[src/rtl/audio_sram_pkg.sv]
// Shared types and constants for the audio record/playback sequencer.
// state_o encodings are the ST_* constants below.
package audio_sram_pkg;

  localparam int ADDR_W_DEF = 18;
  localparam int DATA_W_DEF = 16;

  typedef enum logic [1:0] {
    IDLE   = 2'd0,
    RECORD = 2'd1,
    PLAY   = 2'd2
  } state_t;

  localparam logic [1:0] ST_IDLE   = 2'd0;
  localparam logic [1:0] ST_RECORD = 2'd1;
  localparam logic [1:0] ST_PLAY   = 2'd2;

endpackage

[src/rtl/sram_access_seq.sv]
// Single SRAM access strobe generator: start at t -> strobe t+1..t+ACC_CYCLES, done at t+ACC_CYCLES+1.
// Starts are ignored while busy; the caller decides what an ignored start means.
module sram_access_seq #(
  parameter int ACC_CYCLES = 2
) (
  input  logic clk,
  input  logic rst_n,
  input  logic start,
  input  logic is_write,
  output logic rd,
  output logic wr,
  output logic busy,
  output logic last,
  output logic done,
  output logic op_write
);

  localparam int CNT_W = $clog2(ACC_CYCLES + 1);

  logic [CNT_W-1:0] cnt;

  assign busy = (cnt != '0);
  assign last = (cnt == CNT_W'(1));
  assign rd   = busy & ~op_write;
  assign wr   = busy & op_write;

  // op_write holds after the access so the done cycle still knows what finished
  always_ff @(posedge clk or negedge rst_n) begin
    if (!rst_n) begin
      cnt      <= '0;
      op_write <= 1'b0;
      done     <= 1'b0;
    end else begin
      done <= last;
      if (start && !busy) begin
        cnt      <= CNT_W'(ACC_CYCLES);
        op_write <= is_write;
      end else if (busy) begin
        cnt <= cnt - CNT_W'(1);
      end
    end
  end

endmodule

[src/rtl/audio_sram_ctrl.sv]
// Record/playback sequencer feeding the SRAM port block; one access per sample tick, dac_valid at tick+ACC_CYCLES+1.
// Optional PLAY_LOOP_EN: playback wraps to address 0 at the recorded end instead of stopping.
module audio_sram_ctrl
  import audio_sram_pkg::*;
#(
  parameter int                ADDR_W     = ADDR_W_DEF,
  parameter int                DATA_W     = DATA_W_DEF,
  parameter int                ACC_CYCLES = 2,
  parameter logic [ADDR_W-1:0] MAX_ADDR   = {ADDR_W{1'b1}}
) (
  input  logic              clk,
  input  logic              rst_n,
  input  logic              btn_record,
  input  logic              btn_play,
  input  logic              btn_stop,
  input  logic              smp_tick,
  input  logic [DATA_W-1:0] adc_data,
  output logic [ADDR_W-1:0] sram_addr,
  output logic              sram_read,
  output logic              sram_write,
  output logic              sram_record,
  output logic              sram_play,
  output logic [DATA_W-1:0] sram_wdata,
  input  logic [DATA_W-1:0] sram_rdata,
  output logic [DATA_W-1:0] dac_data,
  output logic              dac_valid,
  output logic [1:0]        state_o,
  output logic              full,
  output logic              overrun
);

  logic [1:0]        state;
  logic [ADDR_W-1:0] addr;
  logic [ADDR_W-1:0] end_addr;
  logic              rec_valid;
  logic              pend_stop;

  logic seq_rd, seq_wr, seq_busy, seq_last, seq_done, seq_op_wr;
  logic seq_start;
  logic stop_now;

  // A stop in the same cycle as a tick wins; the tick is not turned into an access.
  assign seq_start = (state != ST_IDLE) && !seq_busy && !btn_stop && smp_tick;
  assign stop_now  = btn_stop | pend_stop;

  sram_access_seq #(
    .ACC_CYCLES (ACC_CYCLES)
  ) u_seq (
    .clk      (clk),
    .rst_n    (rst_n),
    .start    (seq_start),
    .is_write (state == ST_RECORD),
    .rd       (seq_rd),
    .wr       (seq_wr),
    .busy     (seq_busy),
    .last     (seq_last),
    .done     (seq_done),
    .op_write (seq_op_wr)
  );

  assign sram_addr   = addr;
  assign sram_read   = seq_rd;
  assign sram_write  = seq_wr;
  assign sram_record = (state == ST_RECORD);
  assign sram_play   = (state == ST_PLAY);
  assign state_o     = state;
  assign dac_valid   = seq_done & ~seq_op_wr;

  always_ff @(posedge clk or negedge rst_n) begin
    if (!rst_n) begin
      state      <= ST_IDLE;
      addr       <= '0;
      end_addr   <= '0;
      rec_valid  <= 1'b0;
      pend_stop  <= 1'b0;
      full       <= 1'b0;
      overrun    <= 1'b0;
      sram_wdata <= '0;
      dac_data   <= '0;
    end else begin
      if (smp_tick && seq_busy) begin
        overrun <= 1'b1;
      end

      if (seq_last) begin
        // Final strobe cycle: retire the access, then apply any stop seen during it.
        pend_stop <= 1'b0;
        if (state == ST_RECORD) begin
          end_addr  <= addr;
          rec_valid <= 1'b1;
          if (addr == MAX_ADDR) begin
            full  <= 1'b1;
            state <= ST_IDLE;
          end else begin
            addr <= addr + ADDR_W'(1);
          end
        end else if (state == ST_PLAY) begin
          dac_data <= sram_rdata;
          if (addr == end_addr) begin
`ifdef PLAY_LOOP_EN
            addr <= '0;
`else
            state <= ST_IDLE;
`endif
          end else begin
            addr <= addr + ADDR_W'(1);
          end
        end
        if (stop_now) begin
          state <= ST_IDLE;
        end
      end else if (seq_busy) begin
        if (btn_stop) begin
          pend_stop <= 1'b1;
        end
      end else begin
        case (state)
          ST_IDLE: begin
            if (!btn_stop) begin
              if (btn_record) begin
                state   <= ST_RECORD;
                addr    <= '0;
                full    <= 1'b0;
                overrun <= 1'b0;
              end else if (btn_play && rec_valid) begin
                state <= ST_PLAY;
                addr  <= '0;
              end
            end
          end
          ST_RECORD, ST_PLAY: begin
            if (btn_stop) begin
              state <= ST_IDLE;
            end else if (smp_tick && state == ST_RECORD) begin
              sram_wdata <= adc_data;
            end
          end
          default: state <= ST_IDLE;
        endcase
      end
    end
  end

endmodule

[config.mk]
export PLATFORM = sky130hd
export DESIGN_NAME = audio_sram_ctrl
export DESIGN_NICKNAME = d
export VERILOG_FILES = /design/src/rtl/audio_sram_pkg.sv /design/src/rtl/sram_access_seq.sv /design/src/rtl/audio_sram_ctrl.sv
export SDC_FILE = /design/constraint.sdc
export NUM_CORES = 1
export LEC_CHECK = 0
export CORE_AREA = 2 2 75 105
export DETAILED_ROUTE_END_ITERATION = 10
export DIE_AREA = 0 0 77 107
export PLACE_DENSITY = 0.84
export SYNTH_ARGS = -nofsm -noshare
export SYNTH_HDL_FRONTEND = slang
export SYNTH_SLANG_ARGS = --single-unit
[constraint.sdc]
create_clock -name clk -period 5.3 [get_ports clk]
set_input_delay 1.325 -clock clk [delete_from_list [all_inputs] [get_ports clk]]
set_output_delay 1.325 -clock clk [all_outputs]
set_load 0.01 [all_outputs]
==> results.json <==
{
  "status": "complete, no violations",
  "num-fill-cells": 592,
  "die_y_um": 107,
  "slew_headroom": 0.210,
  "fmax_ghz": 0.312,
  "final_layout_size_suffix_gt1_frac": 0.182,
  "fin_crit_sh": 0.606,
  "synth-edff-count": 0,
  "first_global_vias": 2877,
  "setup_tns_ns": 0,
  "cts_root_buffer": "clkbuf_8",
  "dp_hpwl_um": 5790,
  "wl_um": 8290,
  "synth_ff_type": "dfrtp_1",
  "endpoint_kind": "flop",
  "finalMaxSlewViolations": 0,
  "drv_cap": 0,
  "port_buffers": 96,
  "core_area_um2": 7310,
  "rsz0062_at_grt": "no",
  "min_path_type": "reg -> reg",
  "timing.hold.ws_ns": 0.481,
  "grt_overflow": 0,
  "area_growth_pct": 31.6,
  "period_minus_slack_ns": 3.21,
  "worstHoldPathCells": 1,
  "numCtsBuffers": 9,
  "place_congestion": 0.789,
  "track_usage": 0.221,
  "syn-cell-area_um2": 3780,
  "required_ns": 5.54,
  "start_kind": "primary input",
  "synth_nets": 361,
  "clk_latency_ns": 0.35,
  "critPathMaxFanout": 16,
  "ir_drop_mv": 0.348,
  "drcViolationCount": 0,
  "layout_common_cells": "clkdlybuf4s50_1, dfrtp_1, mux2_2, nand2_1, nand3_1",
  "drtIter0Drc": 150,
  "path_class": "in -> reg",
  "htreeDepth": 3,
  "dr_total_vias": 2824,
  "ys_async_sr_fraction": 1.00,
  "ff2ff_path_depth": 7,
  "antenna_found_initial": 0,
  "power.leakage_nw": 2.27,
  "avgSynthCellArea_um2": 12.0,
  "die_w_um": 77,
  "cts.hold.buffers_added": 0,
  "ys_seq_area_frac": 0.516,
  "drtPass1Iterations": 4,
  "detail-route-antenna-nets": 0,
  "initial_utilization": 0.517,
  "clockBufferDepth": 2,
  "boundaryPins": 97,
  "diodes": 0,
  "fin_worst_skew_ns": 0.00541,
  "ys_ff_latch": 78,
  "rows": 37,
  "post_cts_resized": 0,
  "clk_transition_reported_paths_ns": 0.08,
  "syn_inst": 316,
  "finalSetupViolCount": 0,
  "hold_violations": 0,
  "tightest_slew_ns": 1.18,
  "cts_tree": "built",
  "cts_setup_buffers": 0,
  "final_common_cell": "clkdlybuf4s50_1",
  "grt_max_degree": 79,
  "yosys.cell_types.count": 41,
  "power_density_nw_per_um2": 489,
  "cp.arrival_ns": 3.45,
  "cts.sink_count": 78,
  "grt_pass1_wl_um": 14200,
  "dieArea_um2": 8240,
  "post_drt_via_cell_ratio": 5.56,
  "routedWlPerCell_um": 16.3,
  "nets": 452,
  "ys_warn_count": 0
}
[metrics by stage]
step	total power, mW	util	area, um2	instances	setup slack (ns)
floorplan	1.52	-	3780	316	2.39
global placement	1.96	0.653	4780	493	1.80
detailed placement	2.00	0.653	4780	493	1.72
CTS	2.45	0.680	4970	508	2.09
global route	2.58	0.680	4970	508	1.95
finish	2.43	0.680	4970	508	2.09
[synthesized netlist by cell type, types with 7 or more instances]
library cell | instances | area, um2
a211o_1 | 9 | 78.8
and3_1 | 8 | 50.1
clkbuf_1 | 10 | 37.5
dfrtp_1 | 78 | 1950
ha_1 | 7 | 87.6
inv_1 | 7 | 26.3
mux2_2 | 50 | 563
nand2_1 | 22 | 82.6
nand3_1 | 17 | 85.1
nor2_1 | 10 | 37.5
nor3_1 | 7 | 35.0
o21ai_0 | 7 | 35.0
xor2_1 | 15 | 131
[state kept, by name, summed over array words and instances, names as in the netlist]
register / flops
u_seq.op_write: 1
overrun: 1
state_o: 2
sram_wdata: 16
pend_stop: 1
dac_data: 16
u_seq.cnt: 2
u_seq.done: 1
rec_valid: 1
sram_addr: 18
full: 1
end_addr: 18
[path summary, 6_finish.rpt]
path	from	to	slack, ns
max	btn_stop	sram_wdata[9]	2.09
min	rec_valid	rec_valid	0.48
max reg2reg	sram_addr[0]	sram_addr[6]	2.23
min reg2reg	rec_valid	rec_valid	0.48
max in group asynchronous	rst_n	end_addr[8]	3.55
min in group asynchronous	rst_n	sram_wdata[12]	1.11
[critical path: stages]
cell,delay (ns)
clkdlybuf4s50_1,0.52
nand2b_1,0.23
nor3_2,0.94
mux2_2,0.43
[routing by layer]
metal | up-vias | share of wire | global-route usage
li1 | 1323 | - | -
met2 | 68 | 0.54 | 0.385
met1 | 1423 | 0.40 | 0.267
met5 | - | 0 | 0
met4 | 0 | 0.017 | 0.0995
met3 | 10 | 0.038 | 0.0404
[kinds of logic after synthesis]
family / Yosys count / synth area share
multiplexers: 54 / 0.160
XOR/XNOR: 18 / 0.0417
AO/OA/AOI/OAI: 36 / 0.0722
adder cells (fa/ha/maj): 7 / 0.0232
AND/OR/NAND/NOR: 99 / 0.155
flip-flops: 78 / 0.516
buffers and inverters: 24 / 0.0324
[report_power, final]
| group | total (mW) | internal [mW] | switching, mW | leakage [nW] |
|---|---|---|---|---|
| Sequential | 0.947 | 0.790 | 0.157 | 0.989 |
| Combinational | 1.04 | 0.569 | 0.468 | 1.17 |
| Clock | 0.447 | 0.241 | 0.206 | 0.102 |
| Total | 2.43 | 1.60 | 0.831 | 2.27 |
[cell type report]
class | count | area (um2) | area share
flip-flops and latches | 78 | 1950 | 0.392
multi-input cells | 214 | 1710 | 0.344
repair buffers | 97 | 966 | 0.194
clock buffers | 12 | 155 | 0.0312
well taps | 97 | 121 | 0.0244
clock inverters | 3 | 43.8 | 0.00880
inverters | 7 | 26.3 | 0.00528
Note: power is estimated with default switching activity, not from simulation.
